## src/rtl/prog_instruction_memory.sv

```systemverilog
// prog_instruction_memory: streaming-loaded instruction store with a registered fetch port
module prog_instruction_memory #(
  parameter int DATA_W = 8,
  parameter int ADDR_W = 4,
  parameter int DEPTH = 16,
  parameter logic [DATA_W-1:0] NOP_WORD = 8'h00
) (
  input  logic              clk,
  input  logic              rst,
  input  logic              i_load_start,
  input  logic              i_load_valid,
  input  logic [DATA_W-1:0] i_load_data,
  output logic              o_load_ready,
  input  logic              i_load_end,
  output logic [ADDR_W-1:0] o_load_ptr,
  output logic [ADDR_W:0]   o_prog_len,
  input  logic              i_fetch_req,
  input  logic [ADDR_W-1:0] i_pc,
  output logic [DATA_W-1:0] o_instr_out,
  output logic              o_instr_valid,
  output logic              o_fetch_fault,
  output logic              o_state_run
);
  typedef enum logic [1:0] {IDLE, LOAD, RUN} state_t;
  localparam logic [ADDR_W:0] LEN_MAX = (ADDR_W+1)'(DEPTH);
  state_t r_state, w_next;
  logic [DATA_W-1:0] r_mem [DEPTH];
  logic [ADDR_W-1:0] r_load_ptr;
  logic [ADDR_W:0] r_prog_len;
  logic [DATA_W-1:0] r_instr;
  logic r_valid, r_fault;
  logic w_full, w_accept, w_hit, w_fetch;
  assign w_full = r_prog_len == LEN_MAX;
  assign o_load_ready = (r_state == LOAD) && (r_prog_len < LEN_MAX);
  assign w_accept = i_load_valid && o_load_ready;
  assign w_hit = {1'b0, i_pc} < r_prog_len;
  assign w_fetch = i_fetch_req && (r_state == RUN);
  assign o_load_ptr = r_load_ptr;
  assign o_prog_len = r_prog_len;
  assign o_instr_out = r_instr;
  assign o_instr_valid = r_valid;
  assign o_fetch_fault = r_fault;
  assign o_state_run = r_state == RUN;
  // next state: load_start always (re)enters LOAD; LOAD leaves on load_end or once the store is full
  always_comb begin
    w_next = i_load_start ? LOAD : ((r_state == LOAD) && (i_load_end || w_full)) ? RUN : r_state;
  end
  // state register
  always_ff @(posedge clk) begin
    if (rst) r_state <= IDLE;
    else r_state <= w_next;
  end
  // loader: write at the pointer on each accepted word; pointer parks on the last slot when full
  always_ff @(posedge clk) begin
    if (rst) begin
      r_load_ptr <= '0;
      r_prog_len <= '0;
      for (int i = 0; i < DEPTH; i++) r_mem[i] <= '0;
    end else if (i_load_start) begin
      r_load_ptr <= '0;
      r_prog_len <= '0;
    end else if (w_accept) begin
      r_mem[r_load_ptr] <= i_load_data;
      r_prog_len <= r_prog_len + 1'b1;
      if (r_prog_len != LEN_MAX - 1'b1) r_load_ptr <= r_load_ptr + 1'b1;
    end
  end
  // fetch port: one-cycle registered read; unloaded addresses return the NOP word with a fault
  always_ff @(posedge clk) begin
    if (rst) begin
      r_instr <= '0;
      r_valid <= 1'b0;
      r_fault <= 1'b0;
    end else begin
      r_valid <= w_fetch;
      r_fault <= w_fetch && !w_hit;
      if (w_fetch) r_instr <= w_hit ? r_mem[i_pc] : NOP_WORD;
    end
  end
endmodule
```

## config.mk

```make
export PLATFORM = sky130hd
export DESIGN_NAME = prog_instruction_memory
export DESIGN_NICKNAME = d
export VERILOG_FILES = /design/src/rtl/prog_instruction_memory.sv
export SDC_FILE = /design/constraint.sdc
export NUM_CORES = 1
export LEC_CHECK = 0
export CORE_MARGIN = 2
export CORE_UTILIZATION = 54
export DETAILED_ROUTE_END_ITERATION = 12
export HOLD_SLACK_MARGIN = 0.08
export PLACE_DENSITY = 0.76
export SETUP_SLACK_MARGIN = 0.2
export SKIP_LAST_GASP = 1
export SLEW_MARGIN = 40
export SYNTH_ARGS = -nofsm -noshare
export SYNTH_HDL_FRONTEND = slang
export SYNTH_SLANG_ARGS = --single-unit
```

## constraint.sdc

```tcl
create_clock -name clk -period 1.9 [get_ports clk]
set_input_delay 0.38 -clock clk [delete_from_list [all_inputs] [get_ports clk]]
set_output_delay 0.38 -clock clk [all_outputs]
set_load 0.02 [all_outputs]
```

==> flow_summary.html <==
<table>
<tr><th>Metric</th><th>Value</th></tr>
<tr><th colspan="2">Min path</th></tr>
<tr><td>Hold crit path type</td><td>in -&gt; reg</td></tr>
<tr><th colspan="2">Yosys</th></tr>
<tr><td>Instance count of the mapped netlist</td><td>roughly 470</td></tr>
<tr><td>Count of flip-flops with a built-in enable after synthesis</td><td>128</td></tr>
<tr><td>Synthesized net count</td><td>about 500</td></tr>
<tr><td>Count of unique library cells instantiated by Yosys</td><td>37</td></tr>
<tr><td>Yosys warning count</td><td>0</td></tr>
<tr><td>Flip-flop and latch count after synthesis</td><td>~150</td></tr>
<tr><td>Post-Syn Area per Cell</td><td>14.5 um^2</td></tr>
<tr><td>Synth Cell Area</td><td>about 0.007 mm^2</td></tr>
<tr><td>Flip-flop cell with the highest count after synthesis</td><td>edfxtp_1</td></tr>
<tr><td>FFs w/ async S/R, synth</td><td>0</td></tr>
<tr><td>Sequential share of the synthesized area</td><td>0.619</td></tr>
<tr><th colspan="2">Critical path</th></tr>
<tr><td>Sequence of cells on the critical path</td><td>clkdlybuf4s50_1 &gt; or2_4 &gt; nor2_4 &gt; buf_6 &gt; nand2_4 &gt; nor3_4 &gt; or2_4</td></tr>
<tr><td>Worst-path fanout max</td><td>8</td></tr>
<tr><td>Slowest Stage Delay on Critical Path</td><td>about 410 ps</td></tr>
<tr><td>Cell seen most often among critical-path stages</td><td>or2_4</td></tr>
<tr><td>Critical path endpoint category</td><td>flip-flop</td></tr>
<tr><td>Data arrival, critical path</td><td>between 1500 and 2000 ps</td></tr>
<tr><td>Required @ worst endpoint</td><td>roughly 2000 ps</td></tr>
<tr><td>Launching element type of the critical path</td><td>primary input</td></tr>
<tr><td>Worst path slowest cell</td><td>clkdlybuf4s50_1</td></tr>
<tr><td>CP Class</td><td>in -&gt; reg</td></tr>
<tr><td>Buffer and inverter count on the worst path</td><td>2</td></tr>
<tr><td>Top cell family by delay on the critical path</td><td>simple AND/OR/NAND/NOR gates</td></tr>
<tr><th colspan="2">Timing</th></tr>
<tr><td>Fmax</td><td>about 590 MHz</td></tr>
<tr><td>Setup repair after global routing missed its margin</td><td>yes</td></tr>
<tr><td>Maximum clock skew at final layout</td><td>between 10 and 15 ps</td></tr>
<tr><td>Final-report max-slew violation count</td><td>0</td></tr>
<tr><td>Tmin final</td><td>1700 ps</td></tr>
<tr><td>Final hold violation count</td><td>0</td></tr>
<tr><td>Normalized max-slew margin</td><td>0.431</td></tr>
<tr><td>Transition at the pin with the smallest max-transition slack</td><td>854 ps</td></tr>
<tr><td>Number of setup violations in the final report</td><td>0</td></tr>
<tr><td>Ratio of final minimum period to clock period</td><td>0.895</td></tr>
<tr><th colspan="2">Global route</th></tr>
<tr><td>Number of global-route vias before repair</td><td>4244</td></tr>
<tr><td>Routing usage on met3</td><td>0.0561</td></tr>
<tr><td>Residual overflow from global routing</td><td>0</td></tr>
<tr><td>GR peak layer</td><td>met2</td></tr>
<tr><td>Wire length of the first global-routing pass</td><td>roughly 23000 um</td></tr>
<tr><td>Largest net degree at the start of global routing</td><td>21</td></tr>
<tr><td>Met1 track utilization from global routing</td><td>0.305</td></tr>
<tr><td>Grt met2 use</td><td>0.408</td></tr>
<tr><td>Global-route usage over all layers</td><td>0.244</td></tr>
<tr><td>Number of antenna violations at the first check in global routing</td><td>0</td></tr>
<tr><th colspan="2">Power</th></tr>
<tr><td>Relative contribution of the clock network to total power</td><td>0.434</td></tr>
<tr><td>Switch share</td><td>0.216</td></tr>
<tr><td>Power density relative to cell area</td><td>874 mW/mm^2</td></tr>
<tr><td>Internal power consumption</td><td>a little under 6 mW</td></tr>
<tr><td>Relative contribution of sequential cells to total power</td><td>0.500</td></tr>
<tr><td>Maximum ir drop on the vdd rail</td><td>roughly 0.74 mV</td></tr>
<tr><td>Net Switching</td><td>~1.6 mW</td></tr>
<tr><td>Share of power burned in combinational logic</td><td>0.065</td></tr>
<tr><td>Standby leakage power</td><td>about 3.3 nW</td></tr>
<tr><th colspan="2">Placed design</th></tr>
<tr><td>Estimated wirelength of the detail-placed design</td><td>slightly above 10000 um</td></tr>
<tr><td>Count of buffers inserted at the top-level ports</td><td>38</td></tr>
<tr><td>Gpl congestion</td><td>slightly below 0.9</td></tr>
<tr><td>Area post-placement</td><td>0.00772 mm^2</td></tr>
<tr><th colspan="2">Floorplanning</th></tr>
<tr><td>Die Width</td><td>117 um</td></tr>
<tr><td>Area inside the core boundary</td><td>0.0125 mm^2</td></tr>
<tr><td>Number of rows created at floorplan</td><td>a little over 40</td></tr>
<tr><td>DIE AREA</td><td>~0.014 mm^2</td></tr>
<tr><td>Vertical die dimension</td><td>around 120 um</td></tr>
<tr><td>Starting density of the core</td><td>0.550</td></tr>
<tr><td>Number of top-level pins</td><td>39</td></tr>
<tr><th colspan="2">Layout</th></tr>
<tr><td>Layout cell share with drive strength beyond 1</td><td>0.263</td></tr>
<tr><td>Leading cell type in the layout, fill and taps excluded</td><td>and2_1</td></tr>
<tr><td>Utilization after layout</td><td>0.673</td></tr>
<tr><td>Syn-to-layout area delta</td><td>22.3%</td></tr>
<tr><td>Leading cell types in the layout, fill and taps excluded</td><td>and2_1 (130), edfxtp_1 (128), buf_4 (39)</td></tr>
<tr><td>Number of nets in the final layout</td><td>581</td></tr>
<tr><td>Diodes inserted</td><td>0</td></tr>
<tr><td>Post-route standard cell area excluding fillers</td><td>around 0.0084 mm^2</td></tr>
<tr><th colspan="2">Clocking</th></tr>
<tr><td>Number of buffers inserted by hold repair at cts</td><td>0</td></tr>
<tr><td>CTS buffer count</td><td>17</td></tr>
<tr><td>Number of H-tree levels</td><td>4</td></tr>
<tr><td>Max clock buf depth</td><td>2</td></tr>
<tr><td>Clock tree from TritonCTS</td><td>done</td></tr>
<tr><td>CTS sink count</td><td>around 150</td></tr>
<tr><td>Clock insertion delay at the later pin of the skew report</td><td>between 400 and 500 ps</td></tr>
<tr><td>Root buf cell</td><td>clkbuf_16</td></tr>
<tr><td>Clock-pin slew on the worst setup and hold paths</td><td>about 60 ps</td></tr>
<tr><th colspan="2">Detailed routing</th></tr>
<tr><td>Detailed Route Iter0 Violations</td><td>around 370</td></tr>
<tr><td>Routed vias</td><td>a little over 4000</td></tr>
<tr><td>Drt total wl</td><td>between 15000 and 20000 um</td></tr>
<tr><td>Routed length per instance</td><td>approximately 21 um</td></tr>
<tr><td>Mean number of vias per cell</td><td>roughly 5.6</td></tr>
<tr><td>Number of nets with antenna violations after detailed routing</td><td>0</td></tr>
<tr><td>DRC viols</td><td>0</td></tr>
<tr><td>Count of TritonRoute iterations in the first routing pass</td><td>4</td></tr>
<tr><th colspan="2">Outcome</th></tr>
<tr><td>Status</td><td>finished, final reports clean</td></tr>
<tr><th colspan="2">Job</th></tr>
<tr><td>Maximum capacitance violations</td><td>0</td></tr>
</table>
-- power by group through the flow --
stage               registers [mW]  clock network [mW]  logic [mW]
global placement              3.75                   0       0.453
floorplan                     3.73                   0       0.293
global route                  3.69                3.38       0.512
CTS                           3.69                3.24       0.471
finish                        3.68                3.20       0.480
detailed placement            3.75                   0       0.463
-- worst reg2reg max path, cell delays in order, from the launching register on --
cell	delay (ps)
dfxtp_4	350
nand4bb_4	240
nor2_4	210
buf_6	130
nand2_4	80
nor3_4	180
or2_4	210
-- state kept, by name, indices dropped and copies added, names as in the netlist --
register       count
o_fetch_fault      1
o_instr_out        8
o_instr_valid      1
o_load_ptr         4
o_prog_len         5
r_mem            128
r_state            2
-- cells by family after synthesis --
group                    synth area share
AND/OR/NAND/NOR                     0.178
multiplexers                        0.108
AO/OA/AOI/OAI                      0.0412
adder cells (fa/ha/maj)            0.0182
XOR/XNOR                          0.00636
flip-flops                          0.619
buffers and inverters              0.0296
-- per-layer routing --
metal | up-vias | part of all wire
li1 | 1897 | -
met1 | 2083 | 0.41
met2 | 133 | 0.52
met3 | 35 | 0.045
met4 | 0 | 0.031
met5 | - | 0
-- cell type report --
| class | count | area [um^2] |
|---|---|---|
| Fill cell | 878 | 4100 |
| Clock buffer | 17 | 425 |
| Timing Repair Buffer | 83 | 738 |
| Sequential cell | 149 | 4280 |
| Clock inverter | 15 | 139 |
| Tap cell | 172 | 215 |
| Multi-Input combinational cell | 293 | 2590 |
| Inverter | 9 | 33.8 |
-- synthesized netlist by cell type (all sizes together), types with 2 or more instances --
master,instances,share of area
or2,18,0.016
nor4,2,0.0018
a21o,2,0.0022
inv,9,0.0049
xor2,2,0.0025
nor2,23,0.013
a22oi,16,0.017
nand2b,3,0.0027
o21ai,2,0.0015
a22o,8,0.010
a21oi,8,0.0058
clkdlybuf4s25,2,0.0029
buf,8,0.015
xnor2,3,0.0038
edfxtp,128,0.56
clkbuf,13,0.0071
ha,10,0.018
nand2,20,0.011
and2,130,0.12
nor3,4,0.0058
dfxtp,21,0.061
mux4,32,0.11
-- metrics by stage --
step	setup slack [ps]	setup TNS, ps	hold WS [ps]	instances	power (mW)
floorplan	156	0	461	474	4.03
global route	136	0	459	738	7.58
detailed placement	-310	-53470	466	698	4.22
global placement	-276	-49170	460	698	4.20
finish	200	0	462	738	7.36
CTS	9.35	0	476	731	7.40
-- final timing paths --
| path | cells after the start | start | slack, ps | end |
|---|---|---|---|---|
| worst min register to register | 1 | o_instr_out[1] | 470 | o_instr_out[1] |
| worst max-delay path | 7 | i_load_start | 200 | r_mem[0][6] |
| worst max register to register | 6 | r_state[1] | 210 | r_mem[0][6] |
| worst min-delay path | 4 | i_load_valid | 460 | o_prog_len[1] |
-- timing repair --
action | 4_1_cts | 5_1_grt
setup buffers | 1 | 7
hold endpoints to repair | 0 | 0
pin swaps | 7 | 7
endpoints found under the setup margin | 150 | 112
resized for setup | 39 | 20
Note: power is estimated with default switching activity, not from simulation.
